[config.mk]
export PLATFORM = sky130hd
export DESIGN_NAME = vga_port_arbiter
export DESIGN_NICKNAME = d
export VERILOG_FILES = /design/src/rtl/vga_port_arbiter.sv
export SDC_FILE = /design/constraint.sdc
export NUM_CORES = 1
export LEC_CHECK = 0
export BUFFER_PORTS_ARGS = -buffer_cell sky130_fd_sc_hd__buf_2
export CORE_MARGIN = 2
export CORE_UTILIZATION = 42
export CTS_CLUSTER_DIAMETER = 120
export DETAILED_ROUTE_END_ITERATION = 12
export PLACE_DENSITY_LB_ADDON = 0.15
export REMOVE_ABC_BUFFERS = 1
export SLEW_MARGIN = 20
export SYNTH_ARGS = -nofsm -noshare
export SYNTH_HDL_FRONTEND = slang
export SYNTH_SLANG_ARGS = --single-unit
[constraint.sdc]
create_clock -name clk -period 2.15 [get_ports clk]
set_input_delay 0.3225 -clock clk [delete_from_list [all_inputs] [get_ports clk]]
set_output_delay 0.3225 -clock clk [all_outputs]
set_load 0.1 [all_outputs]
[src/rtl/vga_port_arbiter.sv]
// Two-client VGA write-port arbiter: round-robin grants with a hold timeout and an
// optional full-screen black clear engine, compiled in when VGA_ARB_CLEAR_EN is defined.
module vga_port_arbiter #(
    parameter int SCREEN_W = 160,
    parameter int SCREEN_H = 120,
    parameter int MAX_HOLD = 255
) (
    input  logic       clk,
    input  logic       resetn,
    input  logic [1:0] req,
    input  logic [1:0] done,
    input  logic [7:0] c0_x,
    input  logic [7:0] c1_x,
    input  logic [6:0] c0_y,
    input  logic [6:0] c1_y,
    input  logic [2:0] c0_colour,
    input  logic [2:0] c1_colour,
    input  logic       c0_writeEn,
    input  logic       c1_writeEn,
    input  logic       clear_req,
    output logic [1:0] grant,
    output logic [7:0] x_out,
    output logic [6:0] y_out,
    output logic [2:0] colour,
    output logic       writeEn,
    output logic       clear_done,
    output logic       timeout
);
    localparam int XW = (SCREEN_W > 1) ? $clog2(SCREEN_W) : 1;
    localparam int YW = (SCREEN_H > 1) ? $clog2(SCREEN_H) : 1;
    localparam int HW = $clog2(MAX_HOLD + 1);
    localparam logic [HW-1:0] HOLD_LAST = HW'(MAX_HOLD);

    typedef enum logic [1:0] {
        IDLE,
        GRANT0,
        GRANT1
`ifdef VGA_ARB_CLEAR_EN
        ,
        CLEAR
`endif
    } state_t;

    state_t          state_q, state_d;
    logic            last_q, last_d;      // client served most recently
    logic [HW-1:0]   hold_q, hold_d;
    logic            timeout_q, timeout_d;
    logic            cur_i;

`ifdef VGA_ARB_CLEAR_EN
    localparam logic [XW-1:0] X_LAST = XW'(SCREEN_W - 1);
    localparam logic [YW-1:0] Y_LAST = YW'(SCREEN_H - 1);
    logic            pend_q, pend_d;
    logic [XW-1:0]   x_q, x_d;
    logic [YW-1:0]   y_q, y_d;
    logic            cdone_q, cdone_d;
`else
    // clear_req and the sweep geometry have no consumer in this build
    logic [XW+YW:0]  unused_clear_req;
    assign unused_clear_req = {{(XW + YW){1'b0}}, clear_req};
`endif

    always_ff @(posedge clk or negedge resetn) begin
        if (!resetn) begin
            state_q   <= IDLE;
            last_q    <= 1'b1;
            hold_q    <= '0;
            timeout_q <= 1'b0;
`ifdef VGA_ARB_CLEAR_EN
            pend_q    <= 1'b0;
            x_q       <= '0;
            y_q       <= '0;
            cdone_q   <= 1'b0;
`endif
        end else begin
            state_q   <= state_d;
            last_q    <= last_d;
            hold_q    <= hold_d;
            timeout_q <= timeout_d;
`ifdef VGA_ARB_CLEAR_EN
            pend_q    <= pend_d;
            x_q       <= x_d;
            y_q       <= y_d;
            cdone_q   <= cdone_d;
`endif
        end
    end

    always_comb begin
        state_d   = state_q;
        last_d    = last_q;
        hold_d    = hold_q;
        timeout_d = 1'b0;
        cur_i     = 1'b0;
        grant     = 2'b00;
        x_out     = '0;
        y_out     = '0;
        colour    = '0;
        writeEn   = 1'b0;
`ifdef VGA_ARB_CLEAR_EN
        pend_d    = pend_q;
        x_d       = x_q;
        y_d       = y_q;
        cdone_d   = 1'b0;
        if (clear_req && state_q != CLEAR) pend_d = 1'b1;
`endif
        case (state_q)
            IDLE: begin
                hold_d = HW'(1);
`ifdef VGA_ARB_CLEAR_EN
                if (pend_q) begin
                    state_d = CLEAR;
                    pend_d  = 1'b0;
                end else
`endif
                if (req == 2'b11) begin
                    state_d = last_q ? GRANT0 : GRANT1;
                    last_d  = ~last_q;
                end else if (req[0]) begin
                    state_d = GRANT0;
                    last_d  = 1'b0;
                end else if (req[1]) begin
                    state_d = GRANT1;
                    last_d  = 1'b1;
                end
            end
            GRANT0, GRANT1: begin
                cur_i   = (state_q == GRANT1);
                grant   = cur_i ? 2'b10 : 2'b01;
                x_out   = cur_i ? c1_x : c0_x;
                y_out   = cur_i ? c1_y : c0_y;
                colour  = cur_i ? c1_colour : c0_colour;
                writeEn = cur_i ? c1_writeEn : c0_writeEn;
                if (done[cur_i] || !req[cur_i]) begin
                    state_d = IDLE;
                end else if (hold_q == HOLD_LAST) begin
                    state_d   = IDLE;
                    timeout_d = 1'b1;
                end else begin
                    hold_d = hold_q + HW'(1);
                end
            end
`ifdef VGA_ARB_CLEAR_EN
            CLEAR: begin
                x_out   = 8'(x_q);
                y_out   = 7'(y_q);
                writeEn = 1'b1;
                if (x_q == X_LAST) begin
                    x_d = '0;
                    if (y_q == Y_LAST) begin
                        y_d     = '0;
                        state_d = IDLE;
                        cdone_d = 1'b1;
                    end else begin
                        y_d = y_q + YW'(1);
                    end
                end else begin
                    x_d = x_q + XW'(1);
                end
            end
`endif
            default: state_d = IDLE;
        endcase
    end

    assign timeout = timeout_q;
`ifdef VGA_ARB_CLEAR_EN
    assign clear_done = cdone_q;
`else
    assign clear_done = 1'b0;
`endif

endmodule

==> Word level (Yosys, flattened, before mapping) <==
Index checks and enable logic that the tools add are counted.
{ "op_classes": {"magnitude_cmp": 1, "n_reduce_logical": 9, "bitwise_logic": 1, "mux": 30, "add_sub_neg": 1, "eq_ne": 8} }
{ "ops": {"columns": ["op", "count"], "rows": [
  ["8-bit two-way mux", 4],
  ["2-bit two-way mux", 8],
  ["8-bit one-hot mux with 2 select lines", 1],
  ["7-bit two-way mux", 2],
  ["1-bit two-way mux", 12],
  ["8-bit by 1-bit adder with 8-bit output, second input constant", 1],
  ["8-bit equality test, second input constant", 1],
  ["3-bit two-way mux", 2],
  ["2-bit equality test, second input constant", 2],
  ["2-bit inequality test, second input constant", 2],
  ["4-bit inequality test, second input constant", 1],
  ["2-bit one-hot mux with 2 select lines", 1],
  ["2-bit AND reduction", 2],
  ["3-bit inequality test, second input constant", 1],
  ["3-bit AND reduction", 1],
  ["3-bit nonzero test", 1],
  ["2-bit by 1-bit equality test with 1-bit output, second input constant", 1],
  ["2-bit zero test", 1],
  ["1-bit by 2-bit less-than comparator with 1-bit output, second input constant", 1],
  ["2-bit nonzero test", 1],
  ["2-bit OR reduction", 1],
  ["1-bit zero test", 1],
  ["1-bit logical OR", 1],
  ["1-bit inverter", 1]
]} }
{ "word_totals": {"out_inout_bits": 23, "in_bits": 45, "wordCells": 54, "regBits": 12} }

==> Logic depth before layout (Yosys ltp) <==
Gate-level depths: netlist (run 1).
{ "depth": {"word_depth": 7, "mapped_depth": 7, "depth_no_buf": 6} }

==> Worst setup path after synthesis (run 1) <==
Ideal clock, no wire load.
{ "synth_timing": {"kind": "register to output", "startpoint": "register state_q[0]", "endpoint": "output port colour[0]", "required_ns": 1.827, "stages_incl_launch_ff": 7, "path_slack_ns": -1.593, "arrival_ns": 3.420, "path_cell_list": "dfrtp_1 -> inv_1 -> ha_1 -> buf_2 -> buf_2 -> mux2i_1 -> nor2b_1"} }
{ "synth_via": {"elab_chain_len": 3, "elab_cells_between_ends": 5, "cone_classes": "eq/ne: 2; mux: 2; reduce/logical: 1"} }
{ "synth_rtl": {"columns": ["element", "line", "rtl"], "rows": [
  ["from (decl)", "44", "state_t state_q, state_d;"],
  ["from (signal assigned)", "76", "state_q <= state_d;"],
  ["2-bit equality test or 2-bit by 1-bit equality test with 1-bit output (tied branches)", "107, 128", null],
  ["3-bit two-way mux or 2-bit OR reduction (tied branches)", "132, 107", null],
  ["3-bit two-way mux (*)", "107", "case (state_q)"],
  ["to (decl)", "24", "output logic [2:0] colour,"]
]} }
Mark *: on every way between the ends. The rest lies on a longest branch, timed or not.

==> Final worst setup path (run 1) <==
{ "layout_timing": {"startpoint": "register state_q[0]", "endpoint": "output port y_out[0]"} }
{ "layout_via": {"elab_chain_len": 3, "elab_cells_between_ends": 5, "cone_classes": "eq/ne: 2; mux: 2; reduce/logical: 1"} }
{ "layout_rtl": {"columns": ["element", "line", "rtl"], "rows": [
  ["2-bit equality test or 2-bit by 1-bit equality test with 1-bit output (tied branches)", "107, 128", null],
  ["7-bit two-way mux or 2-bit OR reduction (tied branches)", "131, 107", null],
  ["7-bit two-way mux (*)", "107", null],
  ["to (decl)", "23", "output logic [6:0] y_out,"]
]} }
Marks and branches as above.

==> results of run 1 <==
[final timing paths]
check | start | end | slack, ns | cells past startpoint
hold reg to reg | hold_q[7] | hold_q[7] | 0.54 | 1
min in group asynchronous | resetn | hold_q[4] | 0.45 | 2
setup reg to reg | state_q[0] | hold_q[6] | 0.24 | 6
setup / recovery | state_q[0] | y_out[0] | 0.08 | 6
hold / removal | req[0] | last_q | 0.26 | 2
max in group asynchronous | resetn | last_q | 1.42 | 2
[through the flow]
stage | setup WS (ns) | setup TNS [ns] | std cells | utilization [%]
after CTS | 0.0174 | 0 | 217 | 72.2
after floorplan | -1.62 | -39.46 | 114 | -
final | 0.0771 | 0 | 217 | 74.3
after detailed placement | 0.114 | 0 | 212 | 70.4
after global placement | 0.170 | 0 | 212 | 70.4
after global routing | -0.0358 | -0.0749 | 217 | 74.3
[cell usage in the layout (no fill, tap or decap), drive strengths merged, types with 4 or more instances in the layout]
master  instances
buf            68
mux2i          21
nor2b          19
dfrtp          11
nand3           7
nand2           6
inv             5
o21ai           4
nor2            4
ha              4
clkbuf          4
[layout make-up]
| type | count | area (sq um) |
|---|---|---|
| clock buffer | 4 | 26.3 |
| fill | 188 | 626 |
| inverter | 5 | 18.8 |
| multi-input combinational | 97 | 752 |
| sequential | 12 | 302 |
| tap | 30 | 37.5 |
| timing repair buffer | 69 | 671 |
[sequential cells by signal (all words and copies together) (netlist names)]
name / count
last_q: 1
hold_q: 8
timeout: 1
state_q: 2
[metal layers]
metal / vias to the layer above / global-route usage, % / share of wire (%) / routed length [um]
met2: 49 / 40.8 / 53 / 1580
met3: 4 / 4.37 / 7.4 / 221
met1: 548 / 22.6 / 39 / 1170
met5: - / 0 / 0 / 0
li1: 570 / - / - / -
met4: 0 / 7.08 / 0.64 / 19
[what timing repair did]
action	CTS	global route
endpoints found under the setup margin	19	26
hold endpoints to repair	11	0
hold buffers	1	0
gates resized for setup	2	19
[worst reg2reg max path, stage by stage, from the launching register on]
cell and delay (ns):
dfrtp_1 0.39, inv_1 0.08, ha_1 0.33, and4b_1 0.23, or2_2 0.35, a21oi_1 0.29
a211o_1 0.17
[logic make-up after synthesis]
family,synth area share (%)
other cells,0.352
buf+inv,5.52
flops,28.3
mux,19.7
fa+ha+maj,4.70
compound gates,12.8
simple gates,28.6
==> impl_metrics.toml, run 1 <==
[run_status]
status = "completed"

[place]
gp_congestion = 0.814
portBuffers = 65
placed_area_sq_mm = 0.00171
hpwlAfterDp_um = 2350

[finish]
drive_above_1_share_pct = 48.7
syn_to_final_growth_pct = 69.5
stdcell_area_sq_mm = 0.00181
layout.nets = 237
diodes = 0

[cts]
clock-sinks = 12
clockBufferDepth = 2
cts_buffers = 3
cts-root-buf = "clkbuf_4"
cts_setup_buffers = 0
cts_max_level = 1
clk_pin_slew_ns = 0.07
tritoncts = "yes"
worstSkewPairLatency_ns = 0.27

[route]
viasPerCell = 5.40
vias = 1171
routed_wl_um = 2990
dr.pass1.iters = 4
ant_nets = 0
post-route-drc-count = 0
avgRoutedWirePerCell_um = 13.8
drt_iter0_drc = 16

[worst_setup_path]
worstPathRequired_ns = 1.83
path_common_cell = "buf_12"
start_kind = "register"
path_max_fanout = 20
critPathMaxStageDelay_ns = 0.41
arrival_ns = 1.75
path_buf_inv = 3
path_cells = "inv_1, ha_2, buf_12, mux2i_1, nor2b_2, buf_12"
worstSetupEndpointType = "output pin"
crit_family = "buffers and inverters"
setup.worst_path.class = "register to output pin"
crit_path_top_delay_cell = "dfrtp_1"

[logic_synthesis]
ys_seq_area_share_pct = 28.3
ys_seq_elements = 12
synthFlopType = "dfrtp_1"
synthArstFlopShare_pct = 100
synth_top_cell_by_area = "dfrtp_1"
synth_edf_count = 0
synth_area_sq_mm = 0.00107
syn_inst = 121
synth_most_common_cell = "mux2i_1"
syn-mean-instance-area_sq_um = 8.81
yosysWarnings = 0
synth_common_cells = "mux2i_1 (21), nor2b_1 (19), dfrtp_1 (11)"
yosys.cell_types.count = 38
synth_top_area_share_pct = 25.8
synth_area_leaders = "dfrtp_1 (26%), mux2i_1 (20%), nor2b_1 (11%), ha_1 (4.7%), nand3_1 (3.3%)"

[die]
die_w_um = 54.4
num_rows = 18
fp.dieH_um = 54.4
core_area_sq_mm = 0.00243
initial_utilization_pct = 43.8
die-area_sq_mm = 0.00296
ios = 68

[timing]
fin_crit_sh_pct = 96.4
worst_clock_skew_ns = 0.000753
slew_viol_final = 0
worst_hold_slack_ns = 0.262
period_needed_ns = 2.07
worstMarginPinSlew_ns = 0.532
maxSlewHeadroom_pct = 64.4
setup_viol_count_final = 0
hold_violations = 0
clock.fmax_mhz = 482

[global_routing]
antenna_found_initial = 0
grt_pass1_vias = 1147
overflow = 0
grt_pass1_wl_um = 4630
grt_start_max_net_pins = 21
grtUsageTotal_pct = 21.2

[run]
maxCapViolations = 0

[worst_hold_path]
hold_class = "primary input to register"
Power of run 1 is not shown: default switching activity piles up to over one toggle a cycle in this logic, so the estimate is an artifact.
==> run 2: changes to the inputs <==
Settings changed: CORE_UTILIZATION 42 to 38, CTS_CLUSTER_DIAMETER 120 to unset, RECOVER_POWER set to 50.
Clock period 2.15 ns to 1.67 ns, I/O delays scaled along.
==> run 2 against run 1 <==
The flow now finishes with violations (negative setup slack). Critical path type unchanged. Design area grew 27%. Global-route usage rose by 1.4 points. Register-to-register slack worse by 0.52 ns. Worst setup slack got worse by 0.39 ns. Largest cell class unchanged. Non-clock buffer count is 18 higher. First-iteration DRC count increased by 110%. Utilization is 11 points higher. Routed wire length increased by 55%. Highest routed layer unchanged. Critical path depth did not move. Sequential share of layout area fell by 3.6 points.
==> impl_metrics.toml, run 2 (synthesis results as in run 1) <==
[run_status]
status = "finished, violations left"
violations = "negative setup slack"

[timing]
slew_viol_final = 0
grt_setup_unrepaired = "true"
tns_ns = -7.06
clock.fmax_mhz = 505
hold_violations = 0
maxSlewHeadroom_pct = 51.1
worst_clock_skew_ns = 0.00705
worst_hold_slack_ns = 0.226
period_needed_ns = 1.98
fin_crit_sh_pct = 119
finalWorstSetupSlack_ns = -0.311
worstMarginPinSlew_ns = 0.731
setup_viol_count_final = 31

[place]
gp_congestion = 0.863
portBuffers = 65
hpwlAfterDp_um = 2500

[cts]
cts_max_level = 1
clockBufferDepth = 2
worstSkewPairLatency_ns = 0.28
clk_pin_slew_ns = 0.08
tritoncts = "yes"
cts_buffers = 3
cts-root-buf = "clkbuf_4"
clock-sinks = 12

[finish]
layout.nets = 255
regMostFlops = "hold_q"
register_area_sq_um = 302
top_regs = "hold_q: 8 flops, state_q: 2 flops"
nFillCells = 129
layout_commonest_cell = "buf_2"
layout_common_cells = "buf_2 (43), buf_12 (24), buf_4 (14)"
syn_to_final_growth_pct = 116
post-route-util_pct = 84.9
diodes = 0
multiInputGateArea_sq_mm = 0.00101
drive_above_1_share_pct = 65.9
largest_reg_flops = 8

[worst_setup_path]
arrival_ns = 1.73
worstSetupEndpointType = "output pin"
start_kind = "register"
worstPathRequired_ns = 1.42
path_max_fanout = 5
setup.worst_path.class = "register to output pin"

[die]
ios = 68
num_rows = 19
core_area_sq_mm = 0.00271
initial_utilization_pct = 39.3
die_w_um = 57.0
die-area_sq_mm = 0.00325
fp.dieH_um = 57.0

[route]
viasPerCell = 5.73
vias = 1352
drt_iter0_drc = 34
ant_nets = 0
dr.pass1.iters = 4
avgRoutedWirePerCell_um = 19.7
post-route-drc-count = 0
routed_wl_um = 4640

[global_routing]
grt_start_max_net_pins = 20
grtUsageTotal_pct = 22.7
grt_pass1_vias = 1273
overflow = 0
antenna_found_initial = 0
grt_pass1_wl_um = 5720

[run]
maxCapViolations = 0

[worst_hold_path]
hold_class = "primary input to register"
-- run 2: cell types whose count changed in the layout (fill, tap and decap cells not counted), moves of 2 or more --
cell	before	now
buf_2	45	43
nor2b_1	4	0
nor2b_2	15	10
mux2i_4	0	10
buf_4	2	14
nor2b_4	0	9
o21ai_0	4	2
ha_4	0	2
buf_12	21	24
mux2i_1	20	9
buf_6	0	2
-- run 2: worst paths after layout --
| kind | endpoint | cells past startpoint | startpoint | slack [ns] |
|---|---|---|---|---|
| worst max-delay path | colour[0] | 6 | state_q[0] | -0.31 |
| worst min-delay path | last_q | 2 | req[0] | 0.23 |
| worst max register to register | state_q[0] | 9 | state_q[0] | -0.28 |
| worst min register to register | hold_q[3] | 1 | hold_q[3] | 0.54 |
| max in group asynchronous | timeout | 2 | resetn | 0.70 |
| min in group asynchronous | hold_q[3] | 2 | resetn | 0.54 |
-- run 2: final cells by class --
class / count / share of cell area [%]
clock buffers: 4 / 1.58
inverters: 5 / 0.816
multi-input cells: 97 / 44.1
flip-flops and latches: 12 / 13.1
well taps: 31 / 1.69
repair buffers: 87 / 38.7
-- run 2: stage by stage --
stage / std cells / instance area, sq um / setup slack, ns
final: 236 / 2300 / -0.311
after global routing: 236 / 2300 / -0.351
after CTS: 235 / 2150 / -0.228
after detailed placement: 223 / 1800 / -0.314
after global placement: 223 / 1800 / -0.189
after floorplan: 114 / 1030 / -2.03
-- run 2: timing repair --
item	4_1_cts	5_1_grt
setup buffers	7	0
pin swaps	12	3
resized for setup	57	22
hold endpoints to repair	11	0
cloned	1	1
hold buffers	1	0
setup endpoints to repair	31	31
-- run 2: layer usage --
layer	up-vias	share of wire, %	wire (um)	global-route usage (%)
met2	74	56	2580	43.8
met1	656	35	1610	23.7
met4	0	3.1	143	9.30
met5	-	0	0	0
met3	16	6.8	315	4.08
li1	606	-	-	-
-- run 2: critical path: stages, from the launching register on --
cell and delay, ns:
dfrtp_1 0.40, inv_2 0.12, ha_4 0.22, clkbuf_16 0.19
mux2i_2 0.25, nor2b_2 0.09, buf_12 0.17
Power of run 2 is left out for the same reason.
